$ cat src/rtl/sdram_sched_pkg.sv
// Shared types and default sizes for the SDRAM read/write command scheduler.
package sdram_sched_pkg;

  localparam int unsigned ADDR_W_DEF    = 26;
  localparam int unsigned BURST_LEN_DEF = 8;

  typedef enum logic [2:0] {
    IDLE,
    LOAD,
    ARB,
    BURST,
    GAP
  } state_t;

  typedef enum logic {
    DIR_WRITE = 1'b0,
    DIR_READ  = 1'b1
  } dir_t;

endpackage

$ cat src/rtl/sdram_rw_scheduler_if.sv
// Request/command bundle between the requesters, the SDRAM command port and the scheduler.
interface sdram_rw_scheduler_if import sdram_sched_pkg::*; #(
  parameter int unsigned ADDR_W = ADDR_W_DEF
);
  logic              start;
  logic [ADDR_W-1:0] start_address;
  logic [ADDR_W-1:0] finish_address;
  logic              rd_req;
  logic              wr_req;
  logic              sdram_cmd_ready;
  logic              rd_grant;
  logic              wr_grant;
  logic              sdram_cmd_valid;
  logic              sdram_cmd_we;
  logic              calc_load;
  logic              calc_mode;
  logic              calc_enable;
  logic              burst_done;
  logic              busy;
  logic              region_done;

  modport master (
    output start, start_address, finish_address, rd_req, wr_req, sdram_cmd_ready,
    input  rd_grant, wr_grant, sdram_cmd_valid, sdram_cmd_we, calc_load, calc_mode,
           calc_enable, burst_done, busy, region_done
  );

  modport slave (
    input  start, start_address, finish_address, rd_req, wr_req, sdram_cmd_ready,
    output rd_grant, wr_grant, sdram_cmd_valid, sdram_cmd_we, calc_load, calc_mode,
           calc_enable, burst_done, busy, region_done
  );
endinterface

$ cat src/rtl/sdram_rr_arb2.sv
// Two-way round-robin picker: when both directions are eligible, the one not served last wins.
module sdram_rr_arb2 import sdram_sched_pkg::*; (
  input  logic eligible_rd,
  input  logic eligible_wr,
  input  dir_t last,
  output logic grant_vld_c,
  output dir_t grant_dir_c
);

  always_comb begin
    grant_vld_c = eligible_rd | eligible_wr;
    grant_dir_c = DIR_WRITE;
    if (eligible_rd && eligible_wr) begin
      grant_dir_c = (last == DIR_READ) ? DIR_WRITE : DIR_READ;
    end else if (eligible_rd) begin
      grant_dir_c = DIR_READ;
    end
  end

endmodule

$ cat src/rtl/sdram_rw_scheduler.sv
// Shares the SDRAM command port between one reader and one writer in round-robin bursts
// and steers sdram_address_calc so its address follows every accepted beat.
module sdram_rw_scheduler import sdram_sched_pkg::*; #(
  parameter int unsigned ADDR_W    = ADDR_W_DEF,
  parameter int unsigned BURST_LEN = BURST_LEN_DEF
) (
  input  logic                  clk,
  input  logic                  rst,
  sdram_rw_scheduler_if.slave   bus
);

  localparam int unsigned CNT_W = $clog2(BURST_LEN + 1);

  state_t              state_q, state_d;
  logic [ADDR_W-1:0]   len_q, len_d;
  logic [ADDR_W-1:0]   rd_left_q, rd_left_d;
  logic [ADDR_W-1:0]   wr_left_q, wr_left_d;
  logic [CNT_W-1:0]    beats_q, beats_d;
  logic [CNT_W-1:0]    beat_cnt_q, beat_cnt_d;
  dir_t                last_q, last_d;
  dir_t                mode_q, mode_d;
  logic                rd_grant_q, rd_grant_d;
  logic                wr_grant_q, wr_grant_d;
  logic                valid_q, valid_d;
  logic                we_q, we_d;
  logic                load_q, load_d;
  logic                burst_done_q, burst_done_d;
  logic                busy_q, busy_d;
  logic                region_done_q, region_done_d;

  logic                elig_rd_c, elig_wr_c, grant_vld_c, accept_c;
  dir_t                grant_dir_c;
  logic [ADDR_W-1:0]   len_c, dir_left_c;

  assign elig_rd_c  = bus.rd_req && (rd_left_q != '0);
  assign elig_wr_c  = bus.wr_req && (wr_left_q != '0);
  assign accept_c   = valid_q && bus.sdram_cmd_ready;
  assign len_c      = (bus.finish_address > bus.start_address) ?
                      (bus.finish_address - bus.start_address) : '0;
  assign dir_left_c = (grant_dir_c == DIR_READ) ? rd_left_q : wr_left_q;

  sdram_rr_arb2 u_arb (
    .eligible_rd (elig_rd_c),
    .eligible_wr (elig_wr_c),
    .last        (last_q),
    .grant_vld_c (grant_vld_c),
    .grant_dir_c (grant_dir_c)
  );

  // Next state and counters; registered outputs are derived from the next state below.
  always_comb begin
    state_d       = state_q;
    len_d         = len_q;
    rd_left_d     = rd_left_q;
    wr_left_d     = wr_left_q;
    beats_d       = beats_q;
    beat_cnt_d    = beat_cnt_q;
    last_d        = last_q;
    mode_d        = mode_q;
    busy_d        = busy_q;
    region_done_d = region_done_q;

    case (state_q)
      IDLE: begin
        if (bus.start) begin
          len_d   = len_c;
          state_d = LOAD;
        end
      end
      LOAD: begin
        rd_left_d = len_q;
        wr_left_d = len_q;
        if (len_q == '0) begin
          region_done_d = 1'b1;
          busy_d        = 1'b0;
          state_d       = IDLE;
        end else begin
          region_done_d = 1'b0;
          busy_d        = 1'b1;
          state_d       = ARB;
        end
      end
      ARB: begin
        if (bus.start) begin
          len_d   = len_c;
          state_d = LOAD;
        end else if (grant_vld_c) begin
          mode_d     = grant_dir_c;
          beats_d    = (dir_left_c >= ADDR_W'(BURST_LEN)) ? CNT_W'(BURST_LEN)
                                                          : CNT_W'(dir_left_c);
          beat_cnt_d = '0;
          state_d    = BURST;
        end
      end
      BURST: begin
        if (accept_c) begin
          beat_cnt_d = beat_cnt_q + CNT_W'(1);
          if (mode_q == DIR_READ) rd_left_d = rd_left_q - ADDR_W'(1);
          else                    wr_left_d = wr_left_q - ADDR_W'(1);
          if ((beat_cnt_q + CNT_W'(1)) == beats_q) state_d = GAP;
        end
      end
      GAP: begin
        last_d = mode_q;
        if ((rd_left_q == '0) && (wr_left_q == '0)) begin
          region_done_d = 1'b1;
          busy_d        = 1'b0;
          state_d       = IDLE;
        end else begin
          state_d = ARB;
        end
      end
      default: state_d = IDLE;
    endcase

    load_d       = (state_d == LOAD);
    valid_d      = (state_d == BURST);
    rd_grant_d   = valid_d && (mode_d == DIR_READ);
    wr_grant_d   = valid_d && (mode_d == DIR_WRITE);
    we_d         = valid_d && (mode_d == DIR_WRITE);
    burst_done_d = (state_d == GAP);
  end

  always_ff @(posedge clk or posedge rst) begin
    if (rst) begin
      state_q       <= IDLE;
      len_q         <= '0;
      rd_left_q     <= '0;
      wr_left_q     <= '0;
      beats_q       <= '0;
      beat_cnt_q    <= '0;
      last_q        <= DIR_WRITE;
      mode_q        <= DIR_READ;
      rd_grant_q    <= 1'b0;
      wr_grant_q    <= 1'b0;
      valid_q       <= 1'b0;
      we_q          <= 1'b0;
      load_q        <= 1'b0;
      burst_done_q  <= 1'b0;
      busy_q        <= 1'b0;
      region_done_q <= 1'b0;
    end else begin
      state_q       <= state_d;
      len_q         <= len_d;
      rd_left_q     <= rd_left_d;
      wr_left_q     <= wr_left_d;
      beats_q       <= beats_d;
      beat_cnt_q    <= beat_cnt_d;
      last_q        <= last_d;
      mode_q        <= mode_d;
      rd_grant_q    <= rd_grant_d;
      wr_grant_q    <= wr_grant_d;
      valid_q       <= valid_d;
      we_q          <= we_d;
      load_q        <= load_d;
      burst_done_q  <= burst_done_d;
      busy_q        <= busy_d;
      region_done_q <= region_done_d;
    end
  end

  // calc_enable must hit the calc in the same cycle the beat is accepted.
  assign bus.calc_enable     = accept_c;
  assign bus.rd_grant        = rd_grant_q;
  assign bus.wr_grant        = wr_grant_q;
  assign bus.sdram_cmd_valid = valid_q;
  assign bus.sdram_cmd_we    = we_q;
  assign bus.calc_load       = load_q;
  assign bus.calc_mode       = (mode_q == DIR_READ);
  assign bus.burst_done      = burst_done_q;
  assign bus.busy            = busy_q;
  assign bus.region_done     = region_done_q;

endmodule

$ cat src/flat_wrapper.sv
// flat-port wrapper written by rule: the top's interface ports become plain ports
module sdram_rw_scheduler_flat import sdram_sched_pkg::*;
#(
  parameter int unsigned ADDR_W    = ADDR_W_DEF,
  parameter int unsigned BURST_LEN = BURST_LEN_DEF
)
  (clk, rst, bus_start, bus_start_address, bus_finish_address, bus_rd_req, bus_wr_req, bus_sdram_cmd_ready, bus_rd_grant, bus_wr_grant, bus_sdram_cmd_valid, bus_sdram_cmd_we, bus_calc_load, bus_calc_mode, bus_calc_enable, bus_burst_done, bus_busy, bus_region_done);
  sdram_rw_scheduler_if #(.ADDR_W(ADDR_W)) bus_i ();
  input  logic clk;
  input  logic rst;
  input wire logic [$bits(bus_i.start)-1:0] bus_start;
  input wire logic [$bits(bus_i.start_address)-1:0] bus_start_address;
  input wire logic [$bits(bus_i.finish_address)-1:0] bus_finish_address;
  input wire logic [$bits(bus_i.rd_req)-1:0] bus_rd_req;
  input wire logic [$bits(bus_i.wr_req)-1:0] bus_wr_req;
  input wire logic [$bits(bus_i.sdram_cmd_ready)-1:0] bus_sdram_cmd_ready;
  output wire logic [$bits(bus_i.rd_grant)-1:0] bus_rd_grant;
  output wire logic [$bits(bus_i.wr_grant)-1:0] bus_wr_grant;
  output wire logic [$bits(bus_i.sdram_cmd_valid)-1:0] bus_sdram_cmd_valid;
  output wire logic [$bits(bus_i.sdram_cmd_we)-1:0] bus_sdram_cmd_we;
  output wire logic [$bits(bus_i.calc_load)-1:0] bus_calc_load;
  output wire logic [$bits(bus_i.calc_mode)-1:0] bus_calc_mode;
  output wire logic [$bits(bus_i.calc_enable)-1:0] bus_calc_enable;
  output wire logic [$bits(bus_i.burst_done)-1:0] bus_burst_done;
  output wire logic [$bits(bus_i.busy)-1:0] bus_busy;
  output wire logic [$bits(bus_i.region_done)-1:0] bus_region_done;
  assign bus_i.start = bus_start;
  assign bus_i.start_address = bus_start_address;
  assign bus_i.finish_address = bus_finish_address;
  assign bus_i.rd_req = bus_rd_req;
  assign bus_i.wr_req = bus_wr_req;
  assign bus_i.sdram_cmd_ready = bus_sdram_cmd_ready;
  assign bus_rd_grant = bus_i.rd_grant;
  assign bus_wr_grant = bus_i.wr_grant;
  assign bus_sdram_cmd_valid = bus_i.sdram_cmd_valid;
  assign bus_sdram_cmd_we = bus_i.sdram_cmd_we;
  assign bus_calc_load = bus_i.calc_load;
  assign bus_calc_mode = bus_i.calc_mode;
  assign bus_calc_enable = bus_i.calc_enable;
  assign bus_burst_done = bus_i.burst_done;
  assign bus_busy = bus_i.busy;
  assign bus_region_done = bus_i.region_done;
  sdram_rw_scheduler #(.ADDR_W(ADDR_W), .BURST_LEN(BURST_LEN)) u_core (.clk(clk), .rst(rst), .bus(bus_i));
endmodule
$ cat config.mk
export PLATFORM = sky130hd
export DESIGN_NAME = sdram_rw_scheduler_flat
export DESIGN_NICKNAME = d
export VERILOG_FILES = /design/src/rtl/sdram_sched_pkg.sv /design/src/rtl/sdram_rw_scheduler_if.sv /design/src/rtl/sdram_rr_arb2.sv /design/src/rtl/sdram_rw_scheduler.sv /design/src/flat_wrapper.sv
export SDC_FILE = /design/constraint.sdc
export NUM_CORES = 1
export LEC_CHECK = 0
export ABC_AREA = 1
export CORE_UTILIZATION = 24
export CTS_CLUSTER_SIZE = 30
export DETAILED_ROUTE_END_ITERATION = 7
export PLACE_DENSITY_LB_ADDON = 0.12
export REMOVE_ABC_BUFFERS = 1
export SYNTH_ARGS = -nofsm -noshare
export SYNTH_HDL_FRONTEND = slang
export SYNTH_SLANG_ARGS = --single-unit
$ cat constraint.sdc
create_clock -name clk -period 3.7 [get_ports clk]
set_input_delay 0.555 -clock clk [delete_from_list [all_inputs] [get_ports clk]]
set_output_delay 0.555 -clock clk [all_outputs]
set_load 0.005 [all_outputs]
==> results.md <==
* Status: completed
* CP max FO at 5
* Synth area leader: dfrtp_1
* Number of I/O port buffers at 67
* Synth unique cells at 49
* Reg2reg end: u_core.beat_cnt_q[3]
* FF+latch count, synth at 98
* Power per standard cell area at 654 mW/mm²
* Req. time, crit path at 3.94 ns
* Die Span X at 184 µm
* Clock buffer depth at 2
* Fin. Hold Viols at 0
* Endpoint class of the critical path: register
* RSZ-0062 raised after global routing: false
* Hold WS at 0.483 ns
* Register area share after synthesis at 0.310
* DR vias at 7,749
* Hold Startpoint: u_core.len_q[25]
* Gpl congestion at 0.868
* Placed Cells at 1,747
* WHS Path Cells at 2
* Fin Setup TNS at 0 ns
* Synth Instances at 1,251
* Max-cap viol count at 0
* Clk_skew at 0.0131 ns
* Worst R2R Path Depth at 6
* Critical R2R Launch: u_core.state_q[1]
* Die Y at 184 µm
* Number of global-route vias before repair at 7,406
* Clock Latency Late Sink at 0.35 ns
* YS warnings at 0
* Max-slew violations at 0
* Fin cells at 1,762
* Post_cts resized at 0
* Final Power at 6180 µW
* CTS buffer count at 9
* Clock transition at the registers of the reported paths at 0.07 ns
* Min-delay worst type: register to register
* Initial antenna violation count at 0
* Slew @ Worst Pin at 0.633 ns
* # rows at 66
* Post-DR vias/cell at 4.40
* Critical Path AT at 2.70 ns
* I/O pin cnt at 68
* Clock Sink Count at 98
* Setup violations, final at 0
* CTS Hold Bufs at 0
* Tcrit/Tclk final at 0.665
* Diode count at 0
* Peak supply drop at 271 µV
* Die area at 0.0337 mm²
* Post-synth design cell area at 0.00792 mm²
* Hpwl dp at 20,100 µm
* Root Buffer: clkbuf_16
* Kind of critical path: input port to register
* Core Region at 0.0325 mm²
* R2R Setup Slk at 1.27 ns
* Antenna-violating nets left at 0
* Slew HR at 0.578
* Largest cells by area after synthesis: dfrtp_1 31%, nand2_1 17%, inv_1 10%, nor2_1 7.5%, ha_1 4.6%
* Gr usage total at 0.155
* Mapped Avg Cell Area at 6.33 µm²
* Area Overhead vs Synth at 19.1%
* GRT overflow at 0
* Routed WL at 25,100 µm
* H-tree depth at 3
* First-pass iteration count of the detailed router at 5
* Min-Delay Endpoint: u_core.len_q[25]
* Starting Density at 0.243
* Pin count of the biggest net entering global routing at 59
* Fin area at 0.00944 mm²
* LEAKAGE at 0.00462 µW
* WL/cell at 14.2 µm
* Iteration-0 DRC Markers at 537
* Nets@finish at 1,404
* Clock period minus worst slack at 2.46 ns
* Top cell type's share of synthesized area at 0.306
* Startpoint Class: input port
* First-pass GRT wire length at 40,800 µm
* Post-CTS Setup Bufs at 0
* # DRC at 0
* Fmax at 0.406 GHz
* TritonCTS clock tree: yes
* Placement Cell Area at 0.00914 mm²
* Layout cells sized above 1 at 0.0742
## placed cells by master, fill, tap and decap left out, drive strengths merged, types with 10 or more instances in the layout
master	n
o21ai	82
ha	29
nand4	20
a21oi	46
xnor2	11
nand3	75
nor3	14
buf	12
nor2	184
clkdlybuf4s50	67
dfrtp	97
xor2	12
a31oi	21
o22ai	10
inv	220
clkbuf	11
nand2	370
## metrics by stage
stage / setup WS, ns / util
after floorplan: 0.585 / -
after global placement: 0.835 / 0.281
after detailed placement: 0.838 / 0.281
after CTS: 1.22 / 0.290
after global routing: 1.00 / 0.290
final: 1.24 / 0.290
## logic make-up (layout without fill, tap and decap cells)
family / Yosys count / after routing / share of synthesized area
XOR/XNOR: 23 / 23 / 0.0254
buffers and inverters: 246 / 315 / 0.120
multiplexers: 1 / 1 / 0.00126
AND/OR/NAND/NOR: 678 / 678 / 0.372
flip-flops: 98 / 98 / 0.310
adder cells (fa/ha/maj): 30 / 30 / 0.0483
AO/OA/AOI/OAI: 175 / 175 / 0.123
## area by class of cell
class | instances | area (µm²)
fill | 3689 | 23100
tap | 442 | 553
clock buffer | 11 | 243
inverter | 221 | 833
timing repair buffer | 79 | 786
clock inverter | 4 | 51.3
multi-input combinational | 907 | 4520
sequential | 98 | 2450
## critical path, cell delays in order
cell and delay, ns:
clkdlybuf4s50_1 0.47, ha_1 0.16, inv_1 0.12, fa_1 0.47, nand2_1 0.09, nand3_1 0.09
nand3_1 0.09, nand2_1 0.16, nand3_1 0.11, nand2_1 0.06, o21ai_0 0.14, inv_1 0.07
nand3_2 0.07, nand2_1 0.05
## cells in the mapped netlist (all sizes together)
master,count
a31oi,21
a22oi,3
nor2,184
nor3,14
a21o,1
o31ai,3
nand3,75
a22o,1
clkinv,2
a2bb2oi,1
o21bai,5
o22ai,10
xnor2,11
nand2,370
clkbuf,13
o211ai,1
dfstp,1
and3,1
dfrtp,97
and2,2
mux2i,1
xor2,12
nand4,20
fa,1
inv,219
a21oi,46
nand3b,5
a21boi,1
or2,7
o21ai,82
buf,12
ha,29
## how the worst max path moves through the flow
stage                         startpoint                   end  depth (start not counted)
floorplan                            rst  u_core.beat_cnt_q[0]                          1
global placement    bus_start_address[0]       u_core.len_q[1]                         12
detailed placement  bus_start_address[0]       u_core.len_q[0]                         12
CTS                    u_core.state_q[1]  u_core.beat_cnt_q[3]                          6
global route        bus_start_address[0]      u_core.len_q[16]                         14
finish              bus_start_address[0]      u_core.len_q[16]                         14
## sequential cells by signal, indices dropped and copies added (netlist names), 3 cells and up
name and count:
u_core.beat_cnt_q 4, u_core.beats_q 4, u_core.len_q 26, u_core.rd_left_q 26, u_core.state_q 3, u_core.wr_left_q 26
## power breakdown
group / total (µW) / leakage (µW) / switching [µW] / internal [µW]
clock network: 974 / 0.000142 / 432 / 542
registers: 2030 / 0.00123 / 474 / 1560
logic: 3170 / 0.00325 / 2050 / 1120
total: 6180 / 0.00462 / 2950 / 3220
## layer usage
layer / up-vias / share of wire / global-route usage
met5: - / 0 / 0
met4: 0 / 0.018 / 0.0477
met3: 21 / 0.026 / 0.0105
met2: 143 / 0.45 / 0.248
met1: 3521 / 0.50 / 0.222
li1: 4064 / - / -
No activity file was read; power rests on OpenSTA's default activity.
